### src/rtl/bit_counter_param.sv
// Multi-mode bit counter: scans a WIDTH-bit operand K bits per cycle and reports
// the ones, zeros, leading-zero or trailing-zero count through a start/done handshake.
module bit_counter_param #(
  parameter int unsigned WIDTH = 8,
  parameter int unsigned K     = 1,
  localparam int unsigned RW   = $clog2(WIDTH + 1)
) (
  input  logic             clk,
  input  logic             reset,
  input  logic             start,
  input  logic [1:0]       mode,
  input  logic [WIDTH-1:0] data_in,
  output logic [RW-1:0]    result,
  output logic             busy,
  output logic             done
);

  typedef enum logic [1:0] {StIdle, StRun, StDone} state_e;

  state_e           state_q;
  logic [WIDTH-1:0] data_q;
  logic [1:0]       mode_q;
  logic [RW-1:0]    cnt_q;
  logic [RW-1:0]    rem_q;
  logic             busy_q;
  logic             done_q;

  logic [K-1:0]     chunk_hi;
  logic [K-1:0]     chunk_lo;
  logic [RW-1:0]    pop_lo;
  logic [RW-1:0]    lz_hi;
  logic [RW-1:0]    tz_lo;
  logic             run_fin;

  // Per-chunk counts; lz_hi/tz_lo are only consumed when the chunk holds a 1.
  always_comb begin
    chunk_hi = data_q[WIDTH-1 -: K];
    chunk_lo = data_q[K-1:0];
    pop_lo   = '0;
    lz_hi    = '0;
    tz_lo    = '0;
    for (int unsigned i = 0; i < K; i++) begin
      if (chunk_lo[i]) pop_lo = pop_lo + RW'(1);
      if (chunk_hi[i]) lz_hi = RW'(K - 1 - i);
    end
    for (int unsigned i = K; i > 0; i--) begin
      if (chunk_lo[i-1]) tz_lo = RW'(i - 1);
    end
  end

  always_comb begin
    run_fin = 1'b0;
    unique case (mode_q)
      2'b10:   run_fin = (|chunk_hi) || (rem_q == RW'(K));
      2'b11:   run_fin = (|chunk_lo) || (rem_q == RW'(K));
      default: run_fin = (data_q == '0);
    endcase
  end

  always_ff @(posedge clk or posedge reset) begin
    if (reset) begin
      state_q <= StIdle;
      data_q  <= '0;
      mode_q  <= '0;
      cnt_q   <= '0;
      rem_q   <= '0;
      busy_q  <= 1'b0;
      done_q  <= 1'b0;
    end else begin
      case (state_q)
        StIdle: begin
          if (start) begin
            data_q  <= data_in;
            mode_q  <= mode;
            cnt_q   <= '0;
            rem_q   <= RW'(WIDTH);
            state_q <= StRun;
            busy_q  <= 1'b1;
          end
        end
        StRun: begin
          case (mode_q)
            2'b10: begin
              if (|chunk_hi) begin
                cnt_q <= cnt_q + lz_hi;
              end else begin
                cnt_q  <= cnt_q + RW'(K);
                data_q <= data_q << K;
                rem_q  <= rem_q - RW'(K);
              end
            end
            2'b11: begin
              if (|chunk_lo) begin
                cnt_q <= cnt_q + tz_lo;
              end else begin
                cnt_q  <= cnt_q + RW'(K);
                data_q <= data_q >> K;
                rem_q  <= rem_q - RW'(K);
              end
            end
            default: begin
              if (data_q != '0) begin
                cnt_q  <= cnt_q + pop_lo;
                data_q <= data_q >> K;
              end
            end
          endcase
          if (run_fin) begin
            state_q <= StDone;
            busy_q  <= 1'b0;
            done_q  <= 1'b1;
          end
        end
        StDone: begin
          if (!start) begin
            state_q <= StIdle;
            done_q  <= 1'b0;
          end
        end
        default: begin
          state_q <= StIdle;
          busy_q  <= 1'b0;
          done_q  <= 1'b0;
        end
      endcase
    end
  end

  // Zeros count is derived from the ones count gathered in RUN.
  assign result = (mode_q == 2'b01) ? RW'(WIDTH) - cnt_q : cnt_q;
  assign busy   = busy_q;
  assign done   = done_q;

endmodule

### config.mk
export PLATFORM = sky130hd
export DESIGN_NAME = bit_counter_param
export DESIGN_NICKNAME = d
export VERILOG_FILES = /design/src/rtl/bit_counter_param.sv
export SDC_FILE = /design/constraint.sdc
export NUM_CORES = 1
export LEC_CHECK = 0
export ABC_AREA = 1
export CAP_MARGIN = 20
export CORE_MARGIN = 3
export CORE_UTILIZATION = 52
export DETAILED_ROUTE_END_ITERATION = 12
export HOLD_SLACK_MARGIN = 0.03
export PLACE_DENSITY = 0.76
export SYNTH_ARGS = -nofsm -noshare
export SYNTH_HDL_FRONTEND = slang
export SYNTH_SLANG_ARGS = --single-unit
### constraint.sdc
create_clock -name clk -period 1.58 [get_ports clk]
set_input_delay 0.237 -clock clk [delete_from_list [all_inputs] [get_ports clk]]
set_output_delay 0.237 -clock clk [all_outputs]
set_load 0.005 [all_outputs]
Word level (Yosys, flattened, before mapping)

Cells that the tools add are included.

Word-level logic and storage cells: 72
Output and inout bits: 6
Register bits: 22

Reduce and logical (&&, ||, !) cells: 14
Add/sub/neg operators: 4
Muxes and demuxes: 30
Eq/ne operators: 13
Bitwise operators: 2

Operator list:

| operator              | count |
|---|---|
| $mux W4               | 8 |
| $mux W8               | 4 |
| $pmux W4 S2           | 4 |
| $pmux W8 S2           | 2 |
| $reduce_and A5 Y1     | 2 |
| $reduce_and A3 Y1     | 3 |
| $logic_not A8 Y1      | 1 |
| $reduce_and A4 Y1     | 2 |
| $reduce_bool A8 Y1    | 1 |
| $eq A2 B2 Y1 const B  | 3 |
| $mux W2               | 3 |
| $ne A2 B2 Y1 const B  | 3 |
| $ne A3 B3 Y1 const B  | 2 |
| $pmux W1 S3           | 2 |
| $pmux W2 S3           | 1 |
| $mux W1               | 5 |
| $add A4 B1 Y4         | 1 |
| $add A4 B1 Y4 const B | 1 |
| $eq A2 B1 Y1 const B  | 2 |
| $eq A4 B1 Y1 const B  | 1 |
| $ne A4 B2 Y1 const B  | 1 |
| $sub A4 B1 Y4 const B | 1 |
| $sub A4 B4 Y4 const A | 1 |
| $ne A3 B1 Y1 const B  | 1 |
| other kinds (6)       | 8 |

Depth between registers and ports, before layout

Word-level depth: 5
Mapped depth: 9
Mapped depth without buffers: 8

Worst setup path after synthesis

No wires, ideal clock.

Path type: reg-to-reg
From: reg mode_q[1]
To: reg cnt_q[2]
Buffers on the path: 1
Period minus slack after synthesis: 1.366 ns
Slack: 0.214 ns
Cell stages (with the launch flop): 10
Arrival: 1.249 ns
Setup time: 0.117 ns
Path through: dfrtp_1 > buf_4 > inv_2 > nand2_1 > ha_1 > ha_1 > xnor2_1 > nor2_1 > nand2_1 > nand2_1

Cells in the longest elaborated chain, start to end: 3
Elaborated cells between the ends (all ways): 8
Those cells by class: eq/ne: 5; mux: 2; reduce/logical: 1

RTL lines:

| element                                                                  | line | source |
|---|---|---|
| from (decl)                                                              | 22   | `logic [1:0] mode_q;` |
| from (signal assigned)                                                   | 74   | `mode_q <= mode;` |
| $eq A2 B2 Y1                                                             | 82   | `case (mode_q)` |
| $ne A4 B2 Y1 (no source line) (tied with other cells)                    | -    |  |
| $reduce_and A5 Y1 (no source line) / $pmux W4 S2 (equally long branches) | -    |  |
| to (signal assigned)                                                     | 85   | `cnt_q <= cnt_q + lz_hi;` |
| to (signal assigned)                                                     | 87   | `cnt_q <= cnt_q + RW'(K);` |
| to (signal assigned)                                                     | 94   | `cnt_q <= cnt_q + tz_lo;` |
| to (decl)                                                                | 23   | `logic [RW-1:0] cnt_q;` |

Several ways; a longest one is shown, not always the timed one.
A chain may end at the register's enable or synchronous reset.

Worst setup path in the final report

From: reg cnt_q[1]
To: out result[3]

Cells in the longest elaborated chain, start to end: 2

RTL lines:

| element       | line | source |
|---|---|---|
| $sub A4 B4 Y4 | 130  | `assign result = (mode_q == 2'b01) ? RW'(WIDTH) - cnt_q : cnt_q;` |
| $mux W4       | 130  |  |
| to (decl)     | 13   | `output logic [RW-1:0] result,` |

No other way between the ends.

==> results_dict.tcl <==
set metrics [dict create \
    status "finished, violations left" \
    die_w_um 58.4 \
    slowest_stage "dfrtp_1" \
    placed_cells 265 \
    drc 0 \
    stdcell_count 275 \
    antenna_found_initial 0 \
    cts_hold_buf 0 \
    slew_violations 0 \
    p_sw_frac 0.491 \
    post-route-period-util 1.05 \
    viasPerCell 5.24 \
    relSlewSlack 0.811 \
    fillCellCount 214 \
    cts-root-buf "clkbuf_4" \
    cpPeakStageDelay_ns 0.41 \
    start_util 0.561 \
    antenna_cells 0 \
    die_h_um 58.4 \
    finalSetupTns_ns -0.0839 \
    avgSynthCellArea_um2 6.93 \
    crit_path_max_fanout 2 \
    comb_power_share 0.667 \
    yosysWarnings 0 \
    seqPwrFrac 0.267 \
    violations "setup timing" \
    critPathRequiredTime_ns 1.34 \
    syn_to_final_growth_pct 31.6 \
    io_pins 19 \
    power.leakage_nw 0.965 \
    grt_max_degree 23 \
    power.switching_mw 1.87 \
    rows 18 \
    ant_nets 0 \
    multi_input_area_um2 846 \
    grt_pass1_wl_um 5470 \
    peakVddDrop_mv 1.37 \
    fin_skew_ns 0.000710 \
    first_global_vias 1321 \
    fmax_mhz 601 \
    rsz0062_at_grt "yes" \
    seq_area_frac_synth 0.386 \
    drive_gt1_frac 0.208 \
    coreArea_mm2 0.00254 \
    worst_slack_ns -0.0839 \
    overflow 0 \
    fin_util 0.738 \
    clk_latency_ns 0.30 \
    clkSlewWorstSetupHoldPaths_ns 0.12 \
    ys_seq_elements 22 \
    stdcell_area_mm2 0.00188 \
    place_area_mm2 0.00173 \
    nets 265 \
    register_area_um2 551 \
    synthCells 206 \
    hpwl_um 2420 \
    portBuffers 18 \
    grt_usage 0.205 \
    setup_violations 1 \
    hold_class "in -> async" \
    design.die.area_mm2 0.00341 \
    clkPwrFrac 0.066 \
    maxCapViolations 0 \
    power_mw 3.81 \
    cts_tree "done" \
    dr_total_vias 1442 \
    first_iter_violations 60 \
    criticalPathCategory "reg -> out" \
    hold_violations 0 \
    wire_per_inst_um 12.7 \
    power.density_mw_per_mm2 2030 \
    clock_path_buffers 2 \
    end_kind "output pin" \
    synthesis.area_mm2 0.00143 \
    internal_power_mw 1.94 \
    drt-pass1-iter-count 4 \
    wl_um 3510 \
    worstMarginPinSlew_ns 0.283 \
    synth_fp_nets 224 \
    yosysUniqueCellTypes 24 \
    fin_hold_ws_ns 0.251 \
    htreeDepth 1 \
    crit_arrival_ns 1.43 \
    cts_inserted_buffers 3 \
    place.gp.congestion 0.824 \
    dp_slack_ns -0.144 \
    crit_chain "buf_6 > nor4_4 > xor2_1 > buf_2" \
    cp-start-kind "register" \
    period_minus_slack_ns 1.66 \
    clock-sinks 22 \
]
cell usage after synthesis:
library cell	count	area, um2
a21oi_1	6	30.0
a21oi_2	1	8.76
buf_2	1	5.00
buf_4	2	15.0
clkbuf_1	1	3.75
dfrtp_1	22	551
ha_1	5	62.6
inv_1	21	78.8
inv_2	3	11.3
nand2_1	67	251
nand2_2	1	6.26
nand2_4	1	11.3
nand3_1	9	45.0
nand3_2	1	10.0
nand4_2	1	12.5
nor2_1	33	124
nor2_2	1	6.26
nor2_4	3	33.8
nor4_1	1	6.26
o211ai_1	1	7.51
o21ai_0	17	85.1
o21ai_1	2	10.0
xnor2_1	1	8.76
xor2_1	5	43.8
layout make-up:
class / instances / area share
repair buffers: 39 / 0.175
multi-input cells: 157 / 0.450
flip-flops and latches: 22 / 0.293
clock buffers: 3 / 0.0120
inverters: 24 / 0.0493
well taps: 30 / 0.0200
sequential cells by signal, indices dropped and copies added, names as in the netlist:
register,flops
cnt_q,4
state_q,2
rem_q,4
done,1
busy,1
mode_q,2
data_q,8
power groups by stage:
stage                     combinational, mW  clock [mW]  sequential, mW
after floorplan                        1.52           0           0.985
after global placement                 2.19           0           0.997
after detailed placement               2.26           0            1.01
after CTS                              2.33       0.260           0.999
after global routing                   2.87       0.275            1.05
final                                  2.54       0.252            1.02
worst paths after layout:
check                                 startpoint                    end  slack, ns  depth (start not counted)
min in group clk                         mode[0]  mode_q[0]$_DFFE_PP0P_       0.52                          3
hold / removal                             reset   rem_q[3]$_DFFE_PP0P_       0.25                          3
setup / recovery            cnt_q[1]$_DFFE_PP0P_              result[3]      -0.08                          4
max in group asynchronous                  reset  data_q[2]$_DFFE_PP0P_       1.11                          3
setup reg to reg           mode_q[1]$_DFFE_PP0P_   cnt_q[2]$_DFFE_PP0P_       0.04                          9
hold reg to reg             rem_q[3]$_DFFE_PP0P_   rem_q[3]$_DFFE_PP0P_       0.52                          2
cells in the final DEF, fill, tap and decap left out:
cell and instances:
a21oi_1 6, a21oi_2 1, buf_2 3, buf_4 19, buf_6 2, clkbuf_4 3
clkdlybuf4s50_1 14, dfrtp_1 22, dlygate4sd2_1 1, ha_1 3, ha_2 1, ha_4 1
inv_1 19, inv_2 4, inv_4 1, nand2_1 66, nand2_2 2, nand2_4 1
nand3_1 8, nand3_4 2, nand4_4 1, nor2_1 29, nor2_2 5, nor2_4 4
nor4_4 1, o211ai_1 1, o21ai_0 17, o21ai_1 2, xnor2_1 1, xor2_1 5
worst max-delay path: cells and delay by family (launching register included):
family | cells | cell delay, ns
DFF | 1 | 0.41
and+or+nand+nor | 1 | 0.29
buffers and inverters | 2 | 0.26
xor gates and xnor gates | 1 | 0.17
logic make-up (layout without fill, tap and decap cells):
| group | after synthesis | after routing | share of synthesized area |
|---|---|---|---|
| compound gates | 27 | 27 | 0.0990 |
| xor+xnor | 6 | 6 | 0.0368 |
| fa+ha+maj | 5 | 5 | 0.0438 |
| buf+inv | 28 | 66 | 0.0797 |
| flops | 22 | 22 | 0.386 |
| simple gates | 118 | 119 | 0.355 |
per-layer routing:
layer	share of wire	wire length [um]	up-vias	GRT usage
li1	-	-	723	-
met1	0.42	1460	658	0.244
met2	0.51	1780	52	0.364
met3	0.056	195	9	0.0329
met4	0.020	70	0	0.0828
met5	0	0	-	0
timing repair:
item / CTS / global route
pin swaps: 4 / 11
endpoints found under the hold margin: 0 / 0
gates resized for setup: 19 / 14
gates cloned: 0 / 1
setup buffers: 2 / 5
endpoints found under the setup margin: 3 / 17
No activity file was read; power rests on OpenSTA's default activity.
